$ cat src/rtl/adder_pkg.sv
// Shared constants for the accumulator slice:
// datapath widths and FSM state encoding.
package adder_pkg;

  localparam int WIDTH   = 16;
  localparam int COUNT_W = 8;

  localparam logic [1:0] ST_IDLE = 2'd0;
  localparam logic [1:0] ST_ACC  = 2'd1;
  localparam logic [1:0] ST_DONE = 2'd2;

endpackage

$ cat src/rtl/acc_16_if.sv
// Operand stream in, frame result out,
// both under valid/ready handshakes.
interface acc_16_if
  import adder_pkg::*;
#(
  parameter int W  = WIDTH,
  parameter int CW = COUNT_W
) ();

  logic          in_valid;
  logic          in_ready;
  logic [W-1:0]  in_data;
  logic          in_last;
  logic          out_valid;
  logic          out_ready;
  logic [W-1:0]  out_sum;
  logic          out_carry;
  logic [CW-1:0] out_count;

  modport master (
    output in_valid, in_data, in_last,
    output out_ready,
    input  in_ready,
    input  out_valid, out_sum,
    input  out_carry, out_count
  );

  modport slave (
    input  in_valid, in_data, in_last,
    input  out_ready,
    output in_ready,
    output out_valid, out_sum,
    output out_carry, out_count
  );

endinterface

$ cat src/rtl/cla_16.sv
// 16-bit carry-lookahead adder: four 4-bit
// groups with group generate/propagate.
module CLA_16 (
  input  logic [15:0] a,
  input  logic [15:0] b,
  input  logic        cin,
  output logic [15:0] sum,
  output logic        cr
);

  logic [15:0] g;
  logic [15:0] p;

  assign g = a & b;
  assign p = a ^ b;

  // group carries skip across each nibble
  always_comb begin : cla
    logic carry;
    logic cc;
    logic gg;
    logic gp;
    sum   = '0;
    carry = cin;
    for (int k = 0; k < 4; k++) begin
      gg = g[4*k+3]
         | (p[4*k+3] & g[4*k+2])
         | (p[4*k+3] & p[4*k+2] & g[4*k+1])
         | (p[4*k+3] & p[4*k+2]
            & p[4*k+1] & g[4*k]);
      gp = p[4*k+3] & p[4*k+2]
         & p[4*k+1] & p[4*k];
      cc = carry;
      for (int j = 0; j < 4; j++) begin
        sum[4*k+j] = p[4*k+j] ^ cc;
        cc = g[4*k+j] | (p[4*k+j] & cc);
      end
      carry = gg | (gp & carry);
    end
    cr = carry;
  end

endmodule

$ cat src/rtl/acc_16.sv
// Frame accumulator: sums beats through
// CLA_16, emits sum/sticky carry/count.
module acc_16
  import adder_pkg::*;
(
  input logic     clk,
  input logic     rst,
  acc_16_if.slave s
);

  logic [1:0]         state_q, state_d;
  logic [WIDTH-1:0]   acc_q, acc_d;
  logic               carry_q, carry_d;
  logic [COUNT_W-1:0] count_q, count_d;

  logic [WIDTH-1:0] cla_sum;
  logic             cla_cr;
  logic             accept;
  logic             drain;

  CLA_16 u_cla (
    .a   (acc_q),
    .b   (s.in_data),
    .cin (1'b0),
    .sum (cla_sum),
    .cr  (cla_cr)
  );

  assign s.in_ready  = (state_q != ST_DONE)
                     && !rst;
  assign accept      = s.in_valid
                     && s.in_ready;
  assign drain       = (state_q == ST_DONE)
                     && s.out_ready;

  assign s.out_valid = (state_q == ST_DONE);
  assign s.out_sum   = acc_q;
  assign s.out_carry = carry_q;
  assign s.out_count = count_q;

  // next-state: accumulate, finish, drain
  always_comb begin
    state_d = state_q;
    acc_d   = acc_q;
    carry_d = carry_q;
    count_d = count_q;
    unique case (1'b1)
      accept: begin
        acc_d   = cla_sum;
        carry_d = carry_q | cla_cr;
        if (count_q != '1)
          count_d = count_q + COUNT_W'(1);
        state_d = s.in_last ? ST_DONE
                            : ST_ACC;
      end
      drain: begin
        acc_d   = '0;
        carry_d = 1'b0;
        count_d = '0;
        state_d = ST_IDLE;
      end
      default: ;
    endcase
  end

  // state registers, synchronous reset
  always_ff @(posedge clk) begin
    if (rst) begin
      state_q <= ST_IDLE;
      acc_q   <= '0;
      carry_q <= 1'b0;
      count_q <= '0;
    end else begin
      state_q <= state_d;
      acc_q   <= acc_d;
      carry_q <= carry_d;
      count_q <= count_d;
    end
  end

endmodule

$ cat src/flat_wrapper.sv
// flat-port wrapper written by rule: the top's interface ports become plain ports
module acc_16_flat import adder_pkg::*;
  (clk, rst, s_in_valid, s_in_data, s_in_last, s_out_ready, s_in_ready, s_out_valid, s_out_sum, s_out_carry, s_out_count);
  acc_16_if s_i ();
  input logic clk;
  input logic rst;
  input wire logic [$bits(s_i.in_valid)-1:0] s_in_valid;
  input wire logic [$bits(s_i.in_data)-1:0] s_in_data;
  input wire logic [$bits(s_i.in_last)-1:0] s_in_last;
  input wire logic [$bits(s_i.out_ready)-1:0] s_out_ready;
  output wire logic [$bits(s_i.in_ready)-1:0] s_in_ready;
  output wire logic [$bits(s_i.out_valid)-1:0] s_out_valid;
  output wire logic [$bits(s_i.out_sum)-1:0] s_out_sum;
  output wire logic [$bits(s_i.out_carry)-1:0] s_out_carry;
  output wire logic [$bits(s_i.out_count)-1:0] s_out_count;
  assign s_i.in_valid = s_in_valid;
  assign s_i.in_data = s_in_data;
  assign s_i.in_last = s_in_last;
  assign s_i.out_ready = s_out_ready;
  assign s_in_ready = s_i.in_ready;
  assign s_out_valid = s_i.out_valid;
  assign s_out_sum = s_i.out_sum;
  assign s_out_carry = s_i.out_carry;
  assign s_out_count = s_i.out_count;
  acc_16 u_core (.clk(clk), .rst(rst), .s(s_i));
endmodule
$ cat config.mk
export PLATFORM = sky130hd
export DESIGN_NAME = acc_16_flat
export DESIGN_NICKNAME = d
export VERILOG_FILES = /design/src/rtl/adder_pkg.sv /design/src/rtl/acc_16_if.sv /design/src/rtl/cla_16.sv /design/src/rtl/acc_16.sv /design/src/flat_wrapper.sv
export SDC_FILE = /design/constraint.sdc
export NUM_CORES = 1
export LEC_CHECK = 0
export ABC_CLOCK_PERIOD_IN_PS = 3000
export BUFFER_PORTS_ARGS = -buffer_cell sky130_fd_sc_hd__clkbuf_2
export CORE_ASPECT_RATIO = 1.1
export CORE_MARGIN = 2
export CORE_UTILIZATION = 53
export CTS_BUF_LIST = sky130_fd_sc_hd__clkbuf_16
export DETAILED_ROUTE_END_ITERATION = 10
export HOLD_SLACK_MARGIN = 0.08
export PLACE_DENSITY = 0.8
export SYNTH_ARGS = -nofsm -noshare
export SYNTH_HDL_FRONTEND = slang
export SYNTH_HIERARCHICAL = 1
export SYNTH_SLANG_ARGS = --single-unit
$ cat constraint.sdc
create_clock -name clk -period 3 [get_ports clk]
set_clock_uncertainty 0.05 [all_clocks]
set_input_delay 0 -clock clk [delete_from_list [all_inputs] [get_ports clk]]
set_output_delay 0 -clock clk [all_outputs]
set_load 0.05 [all_outputs]
==> results.yml <==
grt:
  grt_pass1_wl_um: 6590
  grt_usage_pct: 21.4
  grt_max_degree: 21
  antenna_found_initial: 0
  grt_pass1_vias: 1561
  grt-ovfl-total: 0
cells_and_area:
  design_area_mm2: 0.00227
  fin_cells: 307
  num-nets-final: 310
  n_fill_cell: 294
  syn_to_final_growth_pct: 23.7
  seq_area_um2: 549
  drive_gt1_share_pct: 28.6
  n_antenna_cell: 0
  multiInputGateArea_mm2: 0.00122
power_and_ir_drop:
  p_per_area_mw_per_mm2: 443
  p_total_mw: 1.00
  power_leakage_nw: 1.07
  p_seq_share_pct: 40.3
  combinationalPowerShare_pct: 28.2
  p_switching_uw: 337
  switching_share_pct: 33.6
  peakVddDrop_mv: 0.270
  internal-power_uw: 666
  clockPowerShare_pct: 31.5
floorplanning:
  core_mm2: 0.00333
  die_x_um: 60.1
  die_h_um: 65.7
  ios: 48
  floorplan.die_area_mm2: 0.00394
  num_rows: 22
  initial_utilization_pct: 55.0
yosys:
  syn_inst: 210
  synth_warnings: 6
  yosysSeqAreaShare_pct: 29.5
  ys_ff_latch: 27
  synth.avg_cell_area_um2: 8.72
  synth_top_area_cell: "dfxtp_1"
  synth_cell_type_count: 41
  ys_top_cells_by_area: "dfxtp_1 (30%), fa_1 (13%), ha_1 (12%)"
  syn_area_mm2: 0.00183
  yosys.area.top_type_share_pct: 29.5
timing:
  fmax_ghz: 0.345
  drv_slew: 0
  max_slew.worst_pin.slew_ns: 0.693
  finalHoldViolCount: 0
  setup_violations: 0
  finalCriticalPeriod_ns: 2.90
  min_period_over_period_pct: 96.5
  relSlewSlack_pct: 53.8
flow_run:
  maxCapViolations: 0
setup_path:
  start_kind: "flip-flop"
  required_ns: 3.10
  worst-path-max-fanout: 4
  crit_path_cell_trace: "ha_1 -> a21oi_1 -> nor2_1 -> a211oi_1 -> nand3_2 -> fa_2 -> fa_1 -> fa_1 -> a22oi_2 -> nor2_1"
  cp_slowest_cell: "fa_1"
  critPathArrivalTime_ns: 2.99
  critPathMaxStageDelay_ns: 0.46
  end_kind: "flip-flop"
  criticalPathCategory: "reg -> reg"
min_path:
  hold_class: "in -> reg"
route:
  via_count: 1602
  ant_nets: 0
  drt-wirelength-per-cell_um: 12.6
  route.detailed.drc: 0
  wl_um: 3850
  dr.pass1.iters: 4
  viasPerCell: 5.22
  first_iter_violations: 72
placed_design:
  globalplace.congestion: 0.885
  place_inst: 300
  port_buffers: 47
  dp_hpwl_um: 2860
  placed_cell_area_mm2: 0.00211
clocking:
  clockBufferDepth: 2
  clock-sinks: 27
  clockRootBuffer: "clkbuf_16"
  htreeDepth: 1
  cts_buffers: 3
  clk_pin_slew_ns: 0.07
  clk_latency_ns: 0.26
  tritoncts: "yes"
run_status:
  outcome: "finished, final reports clean"
-- critical path: cells and delay by family (launching register included) --
kind / cells / cell delay (ns)
flops: 1 / 0.34
fa+ha+maj: 4 / 1.53
simple gates: 3 / 0.26
compound gates: 3 / 0.59
-- metrics by stage --
step	util (%)	setup TNS [ns]	setup WS, ns	hold WS [ns]
3_3_place_gp	63.4	0	0.188	0.174
4_1_cts	66.8	0	0.0561	0.0821
5_1_grt	68.0	-0.0173	-0.0173	0.105
6_report	68.0	0	0.105	0.0813
2_1_floorplan	-	0	0.00750	0.0447
3_5_place_dp	63.4	0	0.137	0.168
-- cells in the mapped netlist, drive strengths merged --
library cell,count
o31ai,1
a31oi,4
a211o,1
dfxtp,27
nand3,5
a221oi,1
nor2b,4
clkbuf,1
a21o,5
ha,17
a21oi,25
conb,1
nand2,33
a211oi,2
and4,4
o21a,1
mux2i,1
o21ai,5
nand2b,3
nor2,11
fa,12
inv,20
and3,2
nor3,2
xor2,1
o41ai,1
buf,6
a22oi,3
nand4,2
xnor2,4
or4b,1
o22ai,1
o21bai,1
or3,2
-- logic make-up after synthesis --
group | Yosys count | share of synthesized area (%)
simple gates | 69 | 19.0
flops | 27 | 29.5
buf+inv | 27 | 6.08
fa+ha+maj | 29 | 24.7
mux | 1 | 0.751
other cells | 1 | 0.205
compound gates | 51 | 17.4
xor+xnor | 5 | 2.39
-- area by class of cell --
type,count,area share (%)
Multi-Input combinational cell,157,54.1
Sequential cell,27,24.2
Timing Repair Buffer,51,12.0
Clock buffer,3,3.31
Inverter,20,3.31
Tap cell,48,2.65
Clock inverter,1,0.387
-- cell usage in the layout, fill, tap and decap left out, types with 4 or more instances in the layout --
master,n
clkbuf_2,47
nand2_1,33
a21oi_1,22
dfxtp_1,20
inv_1,19
ha_1,15
nor2_1,11
fa_1,11
dfxtp_2,7
a21o_1,5
a31oi_1,4
nand3_1,4
xnor2_1,4
o21ai_0,4
-- path summary, 6_finish.rpt --
check	from	endpoint	slack, ns	cells past startpoint
hold / removal	s_out_ready	u_core/s.out_count[5]$_SDFFE_PP0P_	0.08	4
hold reg to reg	u_core/s.out_sum[7]$_SDFFE_PP0P_	u_core/s.out_sum[7]$_SDFFE_PP0P_	0.43	2
setup reg to reg	u_core/s.out_sum[9]$_SDFFE_PP0P_	u_core/s.out_sum[14]$_SDFFE_PP0P_	0.10	10
setup / recovery	u_core/s.out_sum[9]$_SDFFE_PP0P_	u_core/s.out_sum[14]$_SDFFE_PP0P_	0.10	10
-- power groups by stage --
stage          Combinational [mW]  Clock (mW)  Sequential, mW
2_1_floorplan               0.140           0           0.472
3_3_place_gp                0.266           0           0.411
3_5_place_dp                0.271           0           0.412
4_1_cts                     0.276       0.323           0.403
5_1_grt                     0.314       0.338           0.409
6_report                    0.283       0.316           0.404
-- sequential cells by signal (all words and copies together) (netlist names) --
signal / count
u_core/s.out_count: 8
u_core/state_q: 2
u_core/s.out_sum: 16
u_core/s.out_carry: 1
-- layer usage --
metal | wire, um | vias up | part of all wire, % | GRT usage, %
met1 | 1840 | 747 | 48 | 29.1
met3 | 130 | 2 | 3.4 | 2.56
met5 | 0 | - | 0 | 0
met4 | 14 | 0 | 0.36 | 6.39
met2 | 1870 | 39 | 48 | 35.2
li1 | - | 814 | - | -
-- what timing repair did --
action / CTS / global route
hold buffers: 3 / 0
hold endpoints to repair: 6 / 0
setup buffers: 0 / 0
setup endpoints to repair: 0 / 3
resized for setup: 0 / 6
(Power assumes the default switching activity.)
